### src/rtl/accum_pkg.sv
// Shared definitions for the sample accumulator.
// Holds the accumulator FSM state encoding and the sample data width.
package accum_pkg;

    localparam int DATA_WIDTH = 16;

    typedef enum logic [1:0] {
        IDLE  = 2'd0,
        ACCUM = 2'd1,
        DONE  = 2'd2
    } accum_state_t;

endpackage : accum_pkg

### src/rtl/adder_16bit.sv
// 16-bit unsigned adder with carry-in.
// Ports:
//   a, b      : operands
//   carry_in  : carry into bit 0
//   sum       : a + b + carry_in, modulo 2^16
//   overflow  : carry out of bit 15
module adder_16bit (
    input  logic [15:0] a,
    input  logic [15:0] b,
    input  logic        carry_in,
    output logic [15:0] sum,
    output logic        overflow
);

    logic [16:0] full_sum_s;

    // Widen to 17 bits so the carry out of bit 15 is captured.
    always_comb begin
        full_sum_s = {1'b0, a} + {1'b0, b} + {16'd0, carry_in};
        sum        = full_sum_s[15:0];
        overflow   = full_sum_s[16];
    end

endmodule : adder_16bit

### src/rtl/sample_accumulator.sv
// Sums NUM_SAMPLES 16-bit unsigned samples (modulo 2^16) taken over a
// valid/ready handshake and holds the sum until the consumer acknowledges.
// Ports:
//   clk, n_rst    : clock (rising edge), async active-low reset
//   clear         : synchronous abort back to IDLE, discards any sample
//   data_in/valid : sample stream; data_ready is high in IDLE/ACCUM
//   result        : running/final sum, valid while result_valid
//   result_ack    : consumer takes result (only honoured in DONE)
//   overflow_flag : sticky carry-out of any addition this accumulation
//   sample_count  : samples accepted in the current accumulation
module sample_accumulator
    import accum_pkg::*;
#(
    parameter int NUM_SAMPLES = 8,
    parameter int CNT_WIDTH   = $clog2(NUM_SAMPLES + 1)
) (
    input  logic                  clk,
    input  logic                  n_rst,
    input  logic                  clear,
    input  logic [DATA_WIDTH-1:0] data_in,
    input  logic                  data_valid,
    output logic                  data_ready,
    output logic [DATA_WIDTH-1:0] result,
    output logic                  result_valid,
    input  logic                  result_ack,
    output logic                  overflow_flag,
    output logic [CNT_WIDTH-1:0]  sample_count
);

    localparam logic [CNT_WIDTH-1:0] LAST_CNT = CNT_WIDTH'(NUM_SAMPLES);
    localparam logic [CNT_WIDTH-1:0] ONE_CNT  = CNT_WIDTH'(1);

    accum_state_t          state_q, state_d;
    logic [DATA_WIDTH-1:0] acc_q, acc_d;
    logic [CNT_WIDTH-1:0]  count_q, count_d;
    logic                  ovf_q, ovf_d;

    logic [DATA_WIDTH-1:0] add_sum_s;
    logic                  add_ovf_s;
    logic                  accept_s;
    logic [CNT_WIDTH-1:0]  count_inc_s;

    adder_16bit u_adder (
        .a        (acc_q),
        .b        (data_in),
        .carry_in (1'b0),
        .sum      (add_sum_s),
        .overflow (add_ovf_s)
    );

    // Output decodes; ready depends only on state so it never loops back
    // through data_valid.
    always_comb begin
        data_ready    = (state_q != DONE);
        result_valid  = (state_q == DONE);
        result        = acc_q;
        overflow_flag = ovf_q;
        sample_count  = count_q;
        accept_s      = data_valid && data_ready;
        count_inc_s   = count_q + ONE_CNT;
    end

    // Next-state and datapath update; clear overrides every state.
    always_comb begin
        state_d = state_q;
        acc_d   = acc_q;
        count_d = count_q;
        ovf_d   = ovf_q;
        if (clear) begin
            state_d = IDLE;
            acc_d   = 16'd0;
            count_d = '0;
            ovf_d   = 1'b0;
        end else begin
            case (state_q)
                IDLE, ACCUM: begin
                    if (accept_s) begin
                        acc_d   = add_sum_s;
                        ovf_d   = ovf_q | add_ovf_s;
                        count_d = count_inc_s;
                        if (count_inc_s == LAST_CNT) begin
                            state_d = DONE;
                        end else begin
                            state_d = ACCUM;
                        end
                    end else begin
                        state_d = state_q;
                    end
                end
                DONE: begin
                    if (result_ack) begin
                        state_d = IDLE;
                        acc_d   = 16'd0;
                        count_d = '0;
                        ovf_d   = 1'b0;
                    end else begin
                        state_d = DONE;
                    end
                end
                default: begin
                    state_d = IDLE;
                    acc_d   = 16'd0;
                    count_d = '0;
                    ovf_d   = 1'b0;
                end
            endcase
        end
    end

    // State and datapath registers.
    always_ff @(posedge clk or negedge n_rst) begin
        if (!n_rst) begin
            state_q <= IDLE;
            acc_q   <= 16'd0;
            count_q <= '0;
            ovf_q   <= 1'b0;
        end else begin
            state_q <= state_d;
            acc_q   <= acc_d;
            count_q <= count_d;
            ovf_q   <= ovf_d;
        end
    end

endmodule : sample_accumulator

### config.mk
export PLATFORM = sky130hd
export DESIGN_NAME = sample_accumulator
export DESIGN_NICKNAME = d
export VERILOG_FILES = /design/src/rtl/accum_pkg.sv /design/src/rtl/adder_16bit.sv /design/src/rtl/sample_accumulator.sv
export SDC_FILE = /design/constraint.sdc
export NUM_CORES = 1
export LEC_CHECK = 0
export CORE_ASPECT_RATIO = 1.2
export CORE_MARGIN = 2
export CORE_UTILIZATION = 53
export DETAILED_ROUTE_END_ITERATION = 12
export GPL_ROUTABILITY_DRIVEN = 0
export HOLD_SLACK_MARGIN = 0.06
export PLACE_DENSITY = 0.85
export SETUP_SLACK_MARGIN = 0.3
export SLEW_MARGIN = 10
export SYNTH_ARGS = -nofsm -noshare
export SYNTH_HDL_FRONTEND = slang
export SYNTH_SLANG_ARGS = --single-unit
export TNS_END_PERCENT = 30
### constraint.sdc
create_clock -name clk -period 3.36 [get_ports clk]
set_input_delay 0.336 -clock clk [delete_from_list [all_inputs] [get_ports clk]]
set_output_delay 0.336 -clock clk [all_outputs]
set_load 0.02 [all_outputs]
==> run metrics <==
Hold Crit Class=reg2reg; crit path to=result[10]; worst path required time=3530 ps; first-pass GRT wire length=7.362 mm; RSZ-0062 raised after global routing=false; # clock sinks=23; Reg2Reg Setup Slack=930 ps; CTS tree=built; Synth top area share=32.35%; crit-path max FO=5; sequential area share after synthesis=32.35%; CP peak stage delay=490 ps; worst setup path class=in2reg; clk root buf=clkbuf_8; syn avg cell area=8.637 um2; port bufs=43; IO Count=44; Max Clock Skew=4.282 ps; Clock Tree Buf Depth=2; initial antenna violation count=0; Final HPWL DP=3.223 mm; warnings from Yosys=0; Internal=648.5 uW; critical path data arrival time=2730 ps; # diodes=0; #FFs+latches synth=23; CTS Hold Buffers Added=0; # fillers=284; Max VDD drop=0.3629 mV; total die area=0.003838 mm2; routed len/inst=15.33 um; Area contributors post-synth=dfrtp_1 32%, ha_1 12%, nand2_1 6.3%, o21ai_1 4.8%, xor2_1 3.4%; largest net degree at the start of global routing=24; post_cts resized=0; Avg Vias per Cell=6.063; Post-Syn Instances=206; PD cells=478.9 mW/mm2; max_cap viols=0; Post-synth top cells=30 x nand2_1, 23 x dfrtp_1, 17 x ha_1, 17 x o21ai_1, 15 x nor2_1; fin area=0.002285 mm2; hold depth=2; Die X=56.89 um; Layout Nets=288; RR Startpoint=result[0]; Post-DP Area=0.002238 mm2; combinational share of power=50.7%; Area growth syn-to-layout=28.41%; reg2reg end=result[10]; predominant post-synthesis flop cell=dfrtp_1; Post-synth EDFFs=0; Reg clk slew, reported paths=90 ps; status=complete, no violations; Final Critical Period=2561 ps; leakage dissipation=0.0009958 uW; vias in the first global route=1673; post-route ant nets=0; sequential share of power=32.5%; final hold vios=0; register area=575.6 um2; Top delay family on crit path=compound AO/OA/AOI/OAI gates; H-tree depth=1; most frequent cell after synthesis=nand2_1; Worst Path Buf+Inv=2; crit path launch type=input pin; Fmax=390.5 MHz; fin util=69.64%; Syn Std Cell Area=0.001779 mm2; Post CTS Setup Buffer Count=0; final period utilization=76.22%; Slew Limit Fails=0; drt drc=0; area occupied by multi-input gates=0.001160 mm2; Overflow after GRT=0; site row count=23; setup_tns=0 ps; slowest CP cell=a211oi_1; area leader, netlist=dfrtp_1; Die Span Y=67.47 um; Vias=1728; CTS Buf Count=3; initial drt markers=48; Clk Latency, worst-skew pair=270 ps; Net Sw Frac=40.74%; Synth async-reset ratio=100.0%; worst setup path startpoint=data_in[0]; Initial Utilization=54.23%; Total Routing Usage GR=24.02%; CP Cell Sequence=clkdlybuf4s50_1 > ha_1 > inv_1 > fa_1 > and2b_4 > o2111ai_2 > a211oi_1 > o21ai_0 > a32o_1; Sw Pwr=445.7 uW; layout cells sized above 1=6.048%; final setup vio count=0; WP depth=9; synth unique cells=45; Reg2Reg Depth=8; core area=0.003281 mm2; Crit. End Element=flop; final WL=4.368 mm; Worst Tran Pin Value=1097 ps; DR pass1 iterations=4; Max-slew headroom=26.65%; Synthesized Nets=245; Clk network pwr share=16.8%
-- through the flow --
stage	std cells	setup slack (ps)	power [uW]	hold WS [ps]
2_1_floorplan	206	1031	721.2	40.41
5_1_grt	285	657.3	1163	541.6
4_1_cts	285	842.3	1100	531.9
3_3_place_gp	281	632.2	900.3	500.4
3_5_place_dp	281	551.6	908.5	510.3
6_report	285	799.0	1094	526.7
-- power groups by stage --
stage / sequential (uW) / combinational [uW] / clock (uW)
3_3_place_gp: 360 / 541 / 0
5_1_grt: 363 / 606 / 195
4_1_cts: 356 / 552 / 192
6_report: 356 / 555 / 183
3_5_place_dp: 361 / 547 / 0
2_1_floorplan: 406 / 315 / 0
-- cell type report --
cell class,instances,area share [%]
well taps,37,2.026
clock inverters,1,0.2191
inverters,5,0.8215
clock buffers,3,1.807
flip-flops and latches,23,25.19
multi-input cells,172,50.77
repair buffers,44,19.17
-- cell usage in the layout (no fill, tap or decap), types with 2 or more instances in the layout --
cell type / synthesis / routed
a21o_1: 5 / 5
o21ai_1: 17 / 17
nand3_1: 8 / 8
a21oi_2: 3 / 3
nand4_1: 4 / 4
mux2i_1: 2 / 2
or4_1: 3 / 3
nor3_1: 2 / 2
clkbuf_8: 0 / 3
a31oi_1: 2 / 2
clkdlybuf4s50_1: 0 / 43
o21ai_0: 6 / 6
inv_1: 4 / 4
xnor2_1: 5 / 5
nor2_1: 15 / 15
o211ai_1: 3 / 3
a211oi_1: 4 / 4
a21oi_1: 11 / 11
o21a_1: 2 / 2
nand2b_1: 4 / 4
a22oi_1: 2 / 2
dfrtp_1: 23 / 23
nand2_1: 30 / 30
xor2_1: 7 / 7
a22o_1: 3 / 3
ha_1: 17 / 17
-- flip-flops by register name, summed over array words and instances (netlist names) --
| signal | count |
|---|---|
| result | 16 |
| sample_count | 4 |
| state_q | 2 |
| overflow_flag | 1 |
-- routing by layer --
| layer | vias to the layer above | global-route usage, % | share of wire, % |
|---|---|---|---|
| li1 | 843 | - | - |
| met1 | 829 | 30.97 | 44 |
| met2 | 50 | 41.38 | 50 |
| met3 | 6 | 1.724 | 4.2 |
| met4 | 0 | 10.76 | 1.4 |
| met5 | - | 0 | 0 |
-- cell families (layout without fill, tap and decap cells) --
group	count (synthesis)	in the layout	synth area share, %
adder cells (fa/ha/maj)	18	18	13.08
buffers and inverters	11	53	2.461
multiplexers	2	2	1.125
AND/OR/NAND/NOR	71	71	18.85
AO/OA/AOI/OAI	69	69	26.23
flip-flops	23	23	32.35
XOR/XNOR	12	12	5.907
-- worst min-delay path: cells and delay by family (launching register included) --
family          cells  cell delay [ps]
flops               1              380
compound gates      1               60
simple gates        1               50
-- worst min path at each step --
stage,start,to
6_report,result[2],result[2]
3_5_place_dp,result[8],result[8]
4_1_cts,result[2],result[2]
3_3_place_gp,result[5],result[5]
5_1_grt,result[8],result[8]
2_1_floorplan,n_rst,overflow_flag
Note: power is estimated with default switching activity, not from simulation.
